==> src/rtl/alu_pkg.sv <==
// alu_pkg: shared FSM state type and width constants for the ALU divider
package alu_pkg;
  typedef enum logic [1:0] {IDLE, CALC, DONE} state_t;
  localparam int WIDTH_DEF = 8;
  localparam int CNT_W_DEF = $clog2(WIDTH_DEF + 1);
endpackage

==> src/rtl/div_sub_step.sv <==
// div_sub_step: combinational generate/propagate subtract a-b with borrow-out
module div_sub_step #(
  parameter int N = 9
) (
  input  logic [N-1:0] a,
  input  logic [N-1:0] b,
  output logic [N-1:0] diff,
  output logic         borrow
);
  logic [N-1:0] g, p;
  assign g = a & ~b;
  assign p = ~(a ^ b);
  // ripple the carry of a + ~b + 1; a missing final carry means a borrow
  always_comb begin
    logic c;
    c = 1'b1;
    diff = '0;
    for (int i = 0; i < N; i++) begin
      diff[i] = p[i] ^ c;
      c = g[i] | (p[i] & c);
    end
    borrow = ~c;
  end
endmodule

==> src/rtl/seq_restoring_divider.sv <==
// seq_restoring_divider: multi-cycle restoring divider; SIGNED_DIV_EN adds signed_op for truncating signed division
module seq_restoring_divider
  import alu_pkg::*;
#(
  parameter int WIDTH = WIDTH_DEF
) (
  input  logic             clk,
  input  logic             rst_n,
  input  logic             in_valid,
  output logic             in_ready,
  input  logic [WIDTH-1:0] dividend,
  input  logic [WIDTH-1:0] divisor,
`ifdef SIGNED_DIV_EN
  input  logic             signed_op,
`endif
  output logic             out_valid,
  input  logic             out_ready,
  output logic [WIDTH-1:0] quotient,
  output logic [WIDTH-1:0] remainder,
  output logic             div_by_zero,
  output logic             busy
);
  localparam int CW = $clog2(WIDTH + 1);
  state_t state;
  logic [WIDTH-1:0] q_r, d_r, r_r, q_nx, r_lo, a_mag, b_mag;
  logic [WIDTH:0] t, diff, r_nx;
  logic [CW-1:0] cnt;
  logic borrow, neg_q, neg_r, sg, unused_msb;
`ifdef SIGNED_DIV_EN
  assign sg = signed_op;
`else
  assign sg = 1'b0;
`endif
  assign a_mag = (sg && dividend[WIDTH-1]) ? -dividend : dividend;
  assign b_mag = (sg && divisor[WIDTH-1]) ? -divisor : divisor;
  assign t = {r_r, q_r[WIDTH-1]};
  div_sub_step #(.N(WIDTH + 1)) u_sub (
    .a(t),
    .b({1'b0, d_r}),
    .diff(diff),
    .borrow(borrow)
  );
  assign r_nx = borrow ? t : diff;
  assign r_lo = r_nx[WIDTH-1:0];
  assign unused_msb = r_nx[WIDTH];
  assign q_nx = {q_r[WIDTH-2:0], ~borrow};
  assign in_ready = (state == IDLE);
  assign busy = (state != IDLE);
  // control FSM: accept operands, iterate one trial subtraction per clock, hold result until taken
  always_ff @(posedge clk or negedge rst_n) begin
    if (!rst_n) begin
      state <= IDLE;
      q_r <= '0;
      d_r <= '0;
      r_r <= '0;
      cnt <= '0;
      neg_q <= 1'b0;
      neg_r <= 1'b0;
      quotient <= '0;
      remainder <= '0;
      div_by_zero <= 1'b0;
      out_valid <= 1'b0;
    end else begin
      case (state)
        IDLE: if (in_valid) begin
          q_r <= a_mag;
          d_r <= b_mag;
          r_r <= '0;
          cnt <= '0;
          neg_q <= sg && (dividend[WIDTH-1] ^ divisor[WIDTH-1]);
          neg_r <= sg && dividend[WIDTH-1];
          if (divisor == '0) begin
            state <= DONE;
            quotient <= '1;
            remainder <= dividend;
            div_by_zero <= 1'b1;
            out_valid <= 1'b1;
          end else begin
            state <= CALC;
          end
        end
        CALC: begin
          q_r <= q_nx;
          r_r <= r_lo;
          cnt <= cnt + CW'(1);
          if (cnt == CW'(WIDTH - 1)) begin
            state <= DONE;
            out_valid <= 1'b1;
            quotient <= neg_q ? -q_nx : q_nx;
            remainder <= neg_r ? -r_lo : r_lo;
          end
        end
        DONE: if (out_ready) begin
          state <= IDLE;
          out_valid <= 1'b0;
          div_by_zero <= 1'b0;
        end
        default: state <= IDLE;
      endcase
    end
  end
endmodule

==> config.mk <==
export PLATFORM = sky130hd
export DESIGN_NAME = seq_restoring_divider
export DESIGN_NICKNAME = d
export VERILOG_FILES = /design/src/rtl/alu_pkg.sv /design/src/rtl/div_sub_step.sv /design/src/rtl/seq_restoring_divider.sv
export SDC_FILE = /design/constraint.sdc
export NUM_CORES = 1
export LEC_CHECK = 0
export ABC_AREA = 1
export CAP_MARGIN = 20
export CORE_MARGIN = 2
export CORE_UTILIZATION = 38
export DETAILED_ROUTE_END_ITERATION = 10
export PLACE_DENSITY_LB_ADDON = 0.2
export SYNTH_ARGS = -nofsm -noshare
export SYNTH_HDL_FRONTEND = slang
export SYNTH_HIERARCHICAL = 1
export SYNTH_SLANG_ARGS = --single-unit
==> constraint.sdc <==
create_clock -name clk -period 4.09 [get_ports clk]
set_clock_uncertainty 0.05 [all_clocks]
set_input_delay 0.818 -clock clk [delete_from_list [all_inputs] [get_ports clk]]
set_output_delay 0.818 -clock clk [all_outputs]
set_load 0.005 [all_outputs]
==> flow_results.org, run 1 <==
** Run status
- Run status :: finished clean

** GRT
- Entering global routing, the biggest net connects between 40 and 50 pins.
- First-pass GRT wire length :: 9270 um
- Total grt overflow :: 0
- Overall track demand over capacity in global routing :: 16.5%
- Initial antenna violation count :: 0
- Number of global-route vias before repair :: 1984

** Routing
- Dividing the detail-routed wire length by the instance count gives 12.8 um.
- For this run, the detailed router's first-pass iteration total came to 4.
- Starting DRT DRC Count :: 95
- Once detail routing completed, the nets flagged for antenna violations numbered 0.
- Vias after detailed routing :: between 1500 and 2000
- Detailed-route wire length :: around 5400 um
- In the routed layout, each cell is associated on average with a via count of 4.69.
- Remaining design rule violation count :: 0

** Clocking
- The tree is rooted in a sky130_fd_sc_hd__clkbuf_8.
- The H-tree generated during clock tree synthesis spans 2 levels.
- Clock tree from TritonCTS :: done
- Clock-pin slew was measured on the worst setup and hold paths at about 0.090 ns.
- Max Root-Sink Buffers :: 2
- Clock latency of the later-clocked register in the worst-skew pair :: 0.31 ns
- In this run, CTS created clock tree buffers numbering 5.
- The clock drives 48 sinks.

** Power
- Sequential share of power :: between 30 and 40%
- Cell internal power was estimated by the tool at 1.45 mW.
- The share of total power dissipated in the clock network is between 10 and 15%.
- Switching portion of total power :: 41.5%
- Combinational share of power :: 52.4%
- Peak supply drop :: roughly 0.36 mV
- Power per cell area :: between 700 and 800 nW/um^2
- Pleak :: 1.56 nW
- Switching component of the power :: 1.03 mW

** Floorplanning
- During I/O placement, the number of pins put on the boundary was 40.
- Die width :: 84.2 um
- In this run the core area contains 29 standard-cell rows.
- Once the floorplan was initialized, standard cells occupied approximately two fifths of the core.
- From bottom edge to top edge, the die measures between 80 and 90 um.
- Die area :: between 7000 and 8000 um^2
- Area inside the core boundary :: 6280 um^2

** Yosys
- In this run the cell area of the synthesized design comes to 2450 um^2.
- Net Count, Synth :: 325
- For this run, the number of Yosys warnings is 6.
- A synthesized cell averages between 8 and 9 um^2.
- Synthesized instance count :: roughly 300

** Place
- Number of placed instances, taps included :: 407
- The HPWL after detailed placement is 3850 um.
- Prior to clock tree synthesis, the placed netlist has a worst setup slack of -0.0335 ns.
- At the end of routability-driven placement, the weighted congestion stood at ~0.79.
- Buffers placed on the I/O ports in this run total 39.

** Final layout
- After the flow finishes, the layout carries non-filler instances totaling 422.
- Cells with a size suffix above 1 make up 15.4% of the layout.
- After filler insertion, the fill cell instance count of the layout stands at 608.
- Most frequent cells in the layout :: 112 x sky130_fd_sc_hd__nand2_1, 48 x sky130_fd_sc_hd__dfrtp_1, 38 x sky130_fd_sc_hd__clkdlybuf4s50_1
- Leaving out fill and tap cells, the most frequent cell in the layout is sky130_fd_sc_hd__nand2_1.
- Area growth syn-to-layout :: 28.4%
- Number of antenna diodes :: 0
- Final-stage net count :: 374
- Utilization after layout :: 50.0%

** STA
- Setup repair after global routing could not meet its margin everywhere.
- In this run the tightest slew margin relative to its limit is around 43%.
- Adding up every negative setup slack in the final design gives 0 ns.
- Measured slew at the worst slew-check pin :: roughly 0.86 ns
- The final-report hold violation count is 0.
- Setup slack after layout :: 0.0109 ns
- Timing would allow up to 245 MHz.
- Share of the clock period used by the worst path after layout :: roughly 100%
- Min Clock Period, post-route :: 4.08 ns
- Setup violations remaining at the end of the flow were counted as 0.
- Final Max Slew Viols :: 0

** Critical path
- Setup Crit Path Kind :: reg -> reg
- STA classifies the critical path startpoint as a register.
- The largest individual stage delay along the critical path comes from the cell sky130_fd_sc_hd__dfrtp_1.
- Crit path top cell by count :: sky130_fd_sc_hd__fa_2
- Worst EP arrival :: 4.28 ns
- The startpoint identified for the worst register-to-register timing path is d_r[0]$_DFFE_PN0P_.
- The signal on the critical path passes through ha_2 > fa_2 > fa_2 > fa_2 > fa_2 > fa_2 > fa_2 > fa_2 > fa_2 > buf_6 > o21ai_2 > nand2_1 > nand2_1 > nand3_1 > nand2_1.
- In this run the worst setup path begins at d_r[0]$_DFFE_PN0P_.
- Crit path required time :: between 4 and 5 ns
- Critical Path End Type :: register
- Delay contributed by the slowest stage of the critical path :: 0.39 ns
- Of all nets on the critical path, the largest fanout is 8.

** Job
- Across the run, the number of max-cap violations was 0.

** Worst hold path
- Class of the worst hold path :: in -> async
## power by group through the flow
stage / Sequential [mW] / Clock (mW) / Combinational (mW)
finish: 0.825 / 0.358 / 1.30
global route: 0.854 / 0.383 / 1.49
CTS: 0.827 / 0.367 / 1.29
global placement: 0.831 / 0 / 1.22
floorplan: 0.817 / 0 / 0.831
detailed placement: 0.835 / 0 / 1.25
## through the flow
step / area, um^2 / hold slack (ns) / total power [mW]
3_3_place_gp: 2940 / 0.405 / 2.05
2_1_floorplan: 2480 / 0.399 / 1.65
5_1_grt: 3140 / 0.347 / 2.73
3_5_place_dp: 2940 / 0.409 / 2.08
6_report: 3140 / 0.335 / 2.48
4_1_cts: 3090 / 0.434 / 2.48
## worst max-delay path, delay by kind of cell (launching register included)
family	cells	cell delay (ns)
buf+inv	1	0.15
simple gates	4	0.35
compound gates	1	0.12
flops	1	0.39
fa+ha+maj	9	2.96
## routing by layer
layer / GRT usage (%) / share of wire (%)
met3: 3.44 / 3.2
met1: 22.3 / 48
met2: 26.8 / 47
met5: 0 / 0
met4: 4.84 / 1.3
## area by class of cell
class	instances	area, um^2	share of cell area [%]
Clock buffer	5	68.8	2.19
Clock inverter	3	46.3	1.47
Inverter	41	154	4.90
Multi-Input combinational cell	195	1060	33.8
Sequential cell	48	1200	38.2
Tap cell	77	96.3	3.07
Timing Repair Buffer	53	514	16.4
## repair_timing
| action | in CTS | in global routing |
|---|---|---|
| gates resized for setup | 11 | 7 |
| endpoints found under the setup margin | 10 | 17 |
| pin swaps | 5 | 4 |
| endpoints found under the hold margin | 0 | 0 |
| hold buffers | 0 | 0 |
| setup buffers | 3 | 3 |
## final timing paths
kind,to,slack (ns),cells after the start
max reg2reg,remainder[4]$_DFFE_PN0P_,0.01,15
min reg2reg,remainder[3]$_DFFE_PN0P_,0.43,2
max,remainder[4]$_DFFE_PN0P_,0.01,15
max in group asynchronous,cnt[0]$_DFFE_PN0P_,3.18,2
min,d_r[6]$_DFFE_PN0P_,0.34,1
min in group clk,remainder[3]$_DFFE_PN0P_,0.43,2
## registers in the layout, summed over array words and instances (netlist names)
signal	flops
q_r	8
cnt	4
div_by_zero	1
r_r	8
d_r	8
remainder	8
out_valid	1
quotient	8
state	2
No activity file was read; power rests on OpenSTA's default activity.
==> run 2: changes to the inputs <==
CORE_UTILIZATION = 48   (was 38)
clock period = 3.57 ns   (was 4.09 ns; I/O delays follow)
==> run 2 against run 1 <==
Effect of this change:
- the flow now finishes with violations (setup timing)
- via count grew 2.7%
- fmax down 1.0%
- combinational power increased by 15%
- register-to-register slack got worse by 0.56 ns
- critical path depth unchanged
- clock power rose by 11%
- setup slack got worse by 0.56 ns
- wire length grew 1.0%
- sequential share of layout area rose by 0.15 points
- critical endpoint is now remainder[7]$_DFFE_PN0P_
- highest routed layer unchanged
==> flow_results.org, run 2 (synthesized netlist as in run 1, its figures left out) <==
** Run status
- Run status :: finished with violations
- Violated checks :: setup timing

** Final layout
- Finished Layout Cells :: 412 (-2.4%)
- Area growth syn-to-layout :: 27.9%
- Utilization after layout :: 65.0% (+15 points)
- Most frequent standard cell in the layout excluding fill and tap cells :: sky130_fd_sc_hd__nand2_1
- Final-stage net count :: 374 (unchanged)
- Share of post-route cells with drive strength above 1 :: 15.4% (unchanged)
- Fill cells :: 437 (-28%)
- The library cells used most frequently in the layout, excluding fill and tap cells, are 111 x sky130_fd_sc_hd__nand2_1, 48 x sky130_fd_sc_hd__dfrtp_1, 38 x sky130_fd_sc_hd__clkdlybuf4s50_1.
- The number of diodes added for antenna fixing is 0 (unchanged).

** Floorplanning
- The horizontal extent of the die is 75.4 um (-11%).
- The core outline area came to 4820 um^2 (-23%).
- Starting Density :: 50.8% (+12 points)
- The floorplan die area came to 5680 um^2 (-20%).
- I/O pin cnt :: 40 (unchanged)
- The number of placement rows is 25 (-14%).
- Die height :: 75.4 um (-11%)

** STA
- The final setup violation count is 18 (+18).
- The final setup TNS came to -8.75 ns (-8.75 ns).
- Highest attainable clock frequency :: 243 MHz (-1.0%)
- The final worst setup slack came to -0.552 ns (-0.563 ns).
- RSZ-0062 raised after global routing :: true
- The measured slew at the worst slew-check pin was 0.867 ns (+0.0114 ns).
- The period utilization is 115% (+16 points).
- Min Clock Period, post-route :: 4.12 ns (+0.0432 ns)
- The normalized max-slew margin was 42.2% (-0.76 points).
- The count of pins over their slew limit was 0 (unchanged).
- Worst Hold Slack :: 0.248 ns (-0.0873 ns)
- The final-report hold violation count is 0 (unchanged).

** Clocking
- The number of buffers created by CTS was 5 (unchanged).
- Clock tree sinks :: 48 (unchanged)
- Clock tree from TritonCTS :: done
- Clock latency of the later-clocked register in the worst-skew pair :: 0.31 ns (about the same)
- CTS placed an instance of sky130_fd_sc_hd__clkbuf_8 at the clock tree root.
- H-Tree Depth :: 2 (unchanged)
- Clock transition at the registers of the reported paths :: 0.09 ns (about the same)
- Max Root-Sink Buffers :: 2 (unchanged)

** Critical path
- Crit path required time :: 3.77 ns (-0.52 ns)
- Highest net fanout along the worst path :: 9 (+1)
- Worst path bufs/invs :: 1 (unchanged)
- Setup Crit Path Kind :: reg -> reg
- Family of cells with the greatest summed delay on the critical path :: adder cells
- The endpoint arrival time on the critical path is 4.32 ns (+0.04 ns).
- Critical path cell sequence :: ha_2 > fa_2 > fa_2 > fa_2 > fa_2 > fa_2 > fa_2 > fa_2 > fa_2 > buf_12 > o21ai_1 > nand2_1 > nand2_1 > nand3_1 > nand2_1
- Delay contributed by the slowest stage of the critical path :: 0.39 ns (about the same)
- Worst setup SP type :: register
- Cell with the biggest individual delay on the critical path :: sky130_fd_sc_hd__dfrtp_1
- The worst setup path is captured at a register.
- Crit path top cell by count :: sky130_fd_sc_hd__fa_2

** Power
- Peak supply drop :: 0.580 mV (+60%)
- The power density normalized to cell area was 908 nW/um^2 (+15%).
- The standby leakage power is 1.56 nW (+0.24%).

** Routing
- Number of nets with antenna violations after detailed routing :: 0 (unchanged)
- Vias after detailed routing :: 2033 (+2.7%)
- The count of unresolved DRC violations after routing came to 0 (unchanged).
- Wire length per cell :: 13.2 um (+3.5%)
- The total detailed-routing wirelength is 5440 um (+1.0%).
- First-pass iteration count of the detailed router :: 4 (unchanged)
- Starting DRT DRC Count :: 143 (+51%)
- The via count normalized by instance count was 4.93 (+5.2%).

** Job
- The max capacitance violation total came to 0 (unchanged).

** GRT
- Total grt overflow :: 0 (unchanged)
- The initial antenna violation count came to 0 (unchanged).
- First-pass GRT wire length :: 9430 um (+1.6%)
- The number of global-route vias before repair was 2055 (+3.6%).
- The maximum number of pins on one net before global-route repair came to 49 (unchanged).
- The overall track demand over capacity in global routing was 22.3% (+5.9 points).

** Place
- The post-placement cell count is 399 (-2.0%).
- Post-DP HPWL :: 3690 um (-4.2%)
- The number of buffers added on ports is 39 (unchanged).
- The placer's final routability congestion estimate came to 0.805 (+2.5%).

** Worst hold path
- Class of the worst hold path :: in -> async
[run 2: cell types whose count changed in the layout (fill, tap and decap cells not counted)]
cell	delta
sky130_fd_sc_hd__buf_12	+1
sky130_fd_sc_hd__nand2_2	+1
sky130_fd_sc_hd__buf_6	-3
sky130_fd_sc_hd__nand2_1	-1
sky130_fd_sc_hd__o21ai_1	-1
sky130_fd_sc_hd__o21ai_0	+1
sky130_fd_sc_hd__inv_6	-1
sky130_fd_sc_hd__inv_2	-1
sky130_fd_sc_hd__inv_1	+1
sky130_fd_sc_hd__clkinv_2	+1
sky130_fd_sc_hd__buf_4	+2
[run 2: final timing paths]
check	start	end	slack [ns]	cells past startpoint
max	d_r[0]$_DFFE_PN0P_	remainder[7]$_DFFE_PN0P_	-0.55	15
min	rst_n	d_r[5]$_DFFE_PN0P_	0.25	1
max reg2reg	d_r[0]$_DFFE_PN0P_	remainder[7]$_DFFE_PN0P_	-0.55	15
min reg2reg	quotient[0]$_DFFE_PN0P_	quotient[0]$_DFFE_PN0P_	0.42	2
max in group asynchronous	rst_n	quotient[3]$_DFFE_PN0P_	2.72	2
min in group clk	quotient[0]$_DFFE_PN0P_	quotient[0]$_DFFE_PN0P_	0.42	2
[run 2: power by group]
part | leakage, nW | switching [mW] | internal, mW
Sequential | 0.600 | 0.151 | 0.790
Clock | 0.0541 | 0.192 | 0.207
Combinational | 0.908 | 0.835 | 0.667
Total | 1.56 | 1.18 | 1.66
[run 2: repair_timing]
action / 4_1_cts / 5_1_grt
buffers inserted: 3 / 1
gates resized for setup: 2 / 4
pin swaps: 10 / 1
hold buffers: 0 / 0
endpoints found under the setup margin: 18 / 18
[run 2: through the flow]
| stage | power, mW | cell area [um^2] | worst slack, ns |
|---|---|---|---|
| floorplan | 1.92 | 2480 | -0.429 |
| global placement | 2.38 | 2940 | -0.928 |
| detailed placement | 2.42 | 2940 | -1.01 |
| CTS | 2.85 | 3090 | -0.559 |
| global route | 3.12 | 3130 | -0.704 |
| finish | 2.84 | 3130 | -0.552 |
[run 2: layout make-up]
type / count / area (um^2) / share of cell area [%]
flip-flops and latches: 48 / 1200 / 38.4
clock buffers: 5 / 68.8 / 2.20
multi-input cells: 195 / 1060 / 34.0
repair buffers: 53 / 515 / 16.5
well taps: 67 / 83.8 / 2.68
inverters: 41 / 154 / 4.92
clock inverters: 3 / 42.5 / 1.36
[run 2: metal layers]
| metal | track usage [%] | wire, um | vias to the layer above |
|---|---|---|---|
| li1 | - | - | 1009 |
| met1 | 30.8 | 2440 | 962 |
| met2 | 35.6 | 2630 | 53 |
| met3 | 4.76 | 271 | 9 |
| met4 | 7.21 | 107 | 0 |
| met5 | 0 | 0 | - |
==> run 3: changes to the inputs <==
PLACE_DENSITY = 0.82   (was not set)
PLACE_DENSITY_LB_ADDON = not set   (was 0.2)
==> run 3 against run 2 <==
Effect of this change:
- the flow still finishes with violations (setup timing)
- sequential power increased by 0.6%
- die area did not move
- clock power fell by 15%
- sequential cell count is the same
- fmax fell by 1.6%
- critical path depth is 1 higher
- non-clock buffer count rose by 3
- clock-buffer cell count increased by 2
- utilization up 0.70 points
- worst hold slack better by 0.058 ns
- critical path type unchanged
- critical endpoint is now remainder[0]$_DFFE_PN0P_
==> flow_results.org, run 3 (synthesized netlist as in run 1, its figures left out) <==
** Run status
- The flow ran to the end, but the final reports show violations.
- Violated checks :: setup timing

** Clocking
- The total number of H-tree levels was 2 (unchanged).
- The number of buffers created by CTS came to 5 (unchanged).
- The buffer levels on the longest clock path was 2 (unchanged).
- Clock tree from TritonCTS :: done
- Root Buffer :: sky130_fd_sc_hd__clkbuf_8
- Clock latency of the later-clocked register in the worst-skew pair :: 0.31 ns (about the same)
- Clock transition at the registers of the reported paths :: 0.09 ns (about the same)
- Clock tree sinks :: 48 (unchanged)

** GRT
- The maximum number of pins on one net before global-route repair came to 49 (unchanged).
- Overall track demand over capacity in global routing :: 22.5% (+0.20 points)
- The initial antenna violation count was 0 (unchanged).
- The global-route congestion overflow total came to 0 (unchanged).
- The number of global-route vias before repair was 2097 (+2.0%).
- First-pass GRT wire length :: 9470 um (+0.44%)

** Routing
- Vias after detailed routing :: 2074 (+2.0%)
- Detailed-route wire length :: 5690 um (+4.5%)
- First-pass iteration count of the detailed router :: 4 (unchanged)
- Vias per inst :: 5.00 (+1.3%)
- The count of unresolved DRC violations after routing came to 0 (unchanged).
- Starting DRT DRC Count :: 140 (-2.1%)
- The residual antenna-violating net count after detailed routing came to 0 (unchanged).
- Wire length per cell :: 13.7 um (+3.7%)

** Critical path
- Crit path required time :: 3.77 ns (about the same)
- End of the worst register-to-register path :: remainder[0]$_DFFE_PN0P_
- Worst R2R Start :: q_r[7]$_DFFE_PN0P_
- The highest fanout seen on the critical path was 5 (-4).
- The depth of the worst register-to-register path came to 16 (+1).
- The worst setup path is captured at a register.
- Slack of the worst reg-to-reg path :: -0.62 ns (-0.07 ns)
- Setup Crit Path Kind :: reg -> reg
- STA classifies the critical path startpoint as a register.
- The endpoint arrival time on the critical path came to 4.39 ns (+0.07 ns).

** Power
- Switching component of the power :: 1.23 mW (+4.6%)
- The switching share of power is 42.7% (+1.3 points).
- Power per cell area :: 912 nW/um^2 (+0.43%)
- The register share of total power is 32.8% (-0.3 points).
- The proportion of power drawn by the clock network is 11.8% (-2.2 points).
- Power after layout :: 2.89 mW (+1.5%)
- The internal portion of total power came to 1.65 mW (-0.67%).
- The standby leakage power was 1.58 nW (+0.89%).
- The combinational share of power came to 55.4% (+2.6 points).
- The peak supply drop is 0.343 mV (-41%).

** Final layout
- Compared with the post-synthesis result, the final layout area differs by 29.3%.
- The ratio of cells with drive above 1 in the final layout is 17.8% (+2.5 points).
- Leaving out fill and tap cells, the most frequent cell in the layout is sky130_fd_sc_hd__nand2_1.
- Post-route cell area :: 3160 um^2 (+1.1%)
- The number of diodes added for antenna fixing is 0 (unchanged).
- Leaving out fill and tap cells, the most frequent cells in the layout are 108 x sky130_fd_sc_hd__nand2_1, 48 x sky130_fd_sc_hd__dfrtp_1, 38 x sky130_fd_sc_hd__clkdlybuf4s50_1.
- The final layout net count came to 377 (+0.80%).
- The final design utilization came to 65.7% (+0.70 points).

** Place
- Final GP Congestion :: 0.841 (+4.5%)
- Port buffer count :: 39 (unchanged)
- The placed standard-cell area was 2950 um^2 (+0.26%).
- Post-DP HPWL :: 3880 um (+5.1%)

** Job
- Max Cap Viol :: 0 (unchanged)

** STA
- Final Max Slew Viols :: 0 (unchanged)
- The period utilization is 117% (+1.9 points).
- Worst slew margin relative to its limit :: 55.4% (+13 points)
- The measured slew at the worst slew-check pin is 0.669 ns (-0.198 ns).
- Count of final setup violators :: 18 (unchanged)
- Setup slack after layout :: -0.620 ns (-0.0679 ns)
- The maximum clock frequency came to 239 MHz (-1.6%).
- The final-report hold violation count is 0 (unchanged).
- Min Clock Period, post-route :: 4.19 ns (+0.0679 ns)
- RSZ-0062 raised after global routing :: true
- Worst Hold Slack :: 0.305 ns (+0.0576 ns)

** Floorplanning
- The die height is 75.4 um (unchanged).
- Starting Density :: 50.8% (unchanged)
- The top-level I/O count came to 40 (unchanged).
- The number of placement rows came to 25 (unchanged).
- Die area :: 5680 um^2 (unchanged)
- The core outline area is 4820 um^2 (unchanged).
- Die width :: 75.4 um (unchanged)

** Worst hold path
- Class of the worst hold path :: in -> async
[run 3: cell types whose count changed in the layout (fill, tap and decap cells not counted), sizes merged]
cell    delta
buf        +3
clkbuf     +2
bufinv     -1
clkinv     -1
[run 3: critical path, stage by stage (launching register included)]
cell and delay [ns]:
sky130_fd_sc_hd__dfrtp_1 0.36, sky130_fd_sc_hd__inv_1 0.05, sky130_fd_sc_hd__ha_2 0.18, sky130_fd_sc_hd__fa_2 0.34
sky130_fd_sc_hd__fa_2 0.35, sky130_fd_sc_hd__fa_2 0.35, sky130_fd_sc_hd__fa_2 0.34, sky130_fd_sc_hd__fa_2 0.34
sky130_fd_sc_hd__fa_2 0.34, sky130_fd_sc_hd__fa_2 0.36, sky130_fd_sc_hd__fa_2 0.42, sky130_fd_sc_hd__buf_6 0.16
sky130_fd_sc_hd__o21ai_2 0.12, sky130_fd_sc_hd__nand2_1 0.10, sky130_fd_sc_hd__nand2_1 0.11, sky130_fd_sc_hd__nand3_1 0.07
sky130_fd_sc_hd__nand2_1 0.08
[run 3: worst max-delay path by stage]
stage / from / endpoint / slack, ns / cells after the start
2_1_floorplan: q_r[7]$_DFFE_PN0P_ / remainder[7]$_DFFE_PN0P_ / -0.43 / 16
3_3_place_gp: d_r[0]$_DFFE_PN0P_ / remainder[6]$_DFFE_PN0P_ / -0.93 / 14
3_5_place_dp: d_r[0]$_DFFE_PN0P_ / remainder[6]$_DFFE_PN0P_ / -0.98 / 14
4_1_cts: q_r[7]$_DFFE_PN0P_ / remainder[5]$_DFFE_PN0P_ / -0.57 / 16
5_1_grt: q_r[7]$_DFFE_PN0P_ / remainder[0]$_DFFE_PN0P_ / -0.77 / 16
6_report: q_r[7]$_DFFE_PN0P_ / remainder[0]$_DFFE_PN0P_ / -0.62 / 16
[run 3: metrics by stage]
| step | TNS (ns) | cells | setup slack (ns) |
|---|---|---|---|
| 5_1_grt | -12.35 | 415 | -0.769 |
| 4_1_cts | -9.14 | 411 | -0.570 |
| 6_report | -9.86 | 415 | -0.620 |
| 3_5_place_dp | -16.15 | 400 | -0.983 |
| 3_3_place_gp | -15.07 | 400 | -0.927 |
| 2_1_floorplan | -0.771 | 295 | -0.429 |
[run 3: per-layer routing]
metal,vias up,share of wire (%),GRT usage [%]
li1,1013,-,-
met4,0,1.5,7.60
met5,-,0,0
met2,59,52,38.6
met3,8,5.9,5.95
met1,994,41,27.6
[run 3: power groups by stage]
stage               Combinational, mW  Clock [mW]  Sequential [mW]
finish                           1.60       0.339            0.948
global route                     1.81       0.361            0.979
CTS                              1.51       0.344            0.950
detailed placement               1.47           0            0.960
global placement                 1.42           0            0.948
floorplan                       0.984           0            0.937
[run 3: layout make-up]
cell class,instances,area [um^2]
clock buffer,7,86.3
clock inverter,1,7.51
fill,406,1650
inverter,41,154
multi-input combinational,195,1090
sequential,48,1200
tap,67,83.8
timing repair buffer,56,544
[run 3: what timing repair did]
| item | 4_1_cts | 5_1_grt |
|---|---|---|
| endpoints found under the setup margin | 18 | 18 |
| hold buffers | 0 | 0 |
| gates resized for setup | 4 | 14 |
| gates cloned | 1 | 0 |
| pin swaps | 11 | 7 |
| buffers inserted | 2 | 3 |
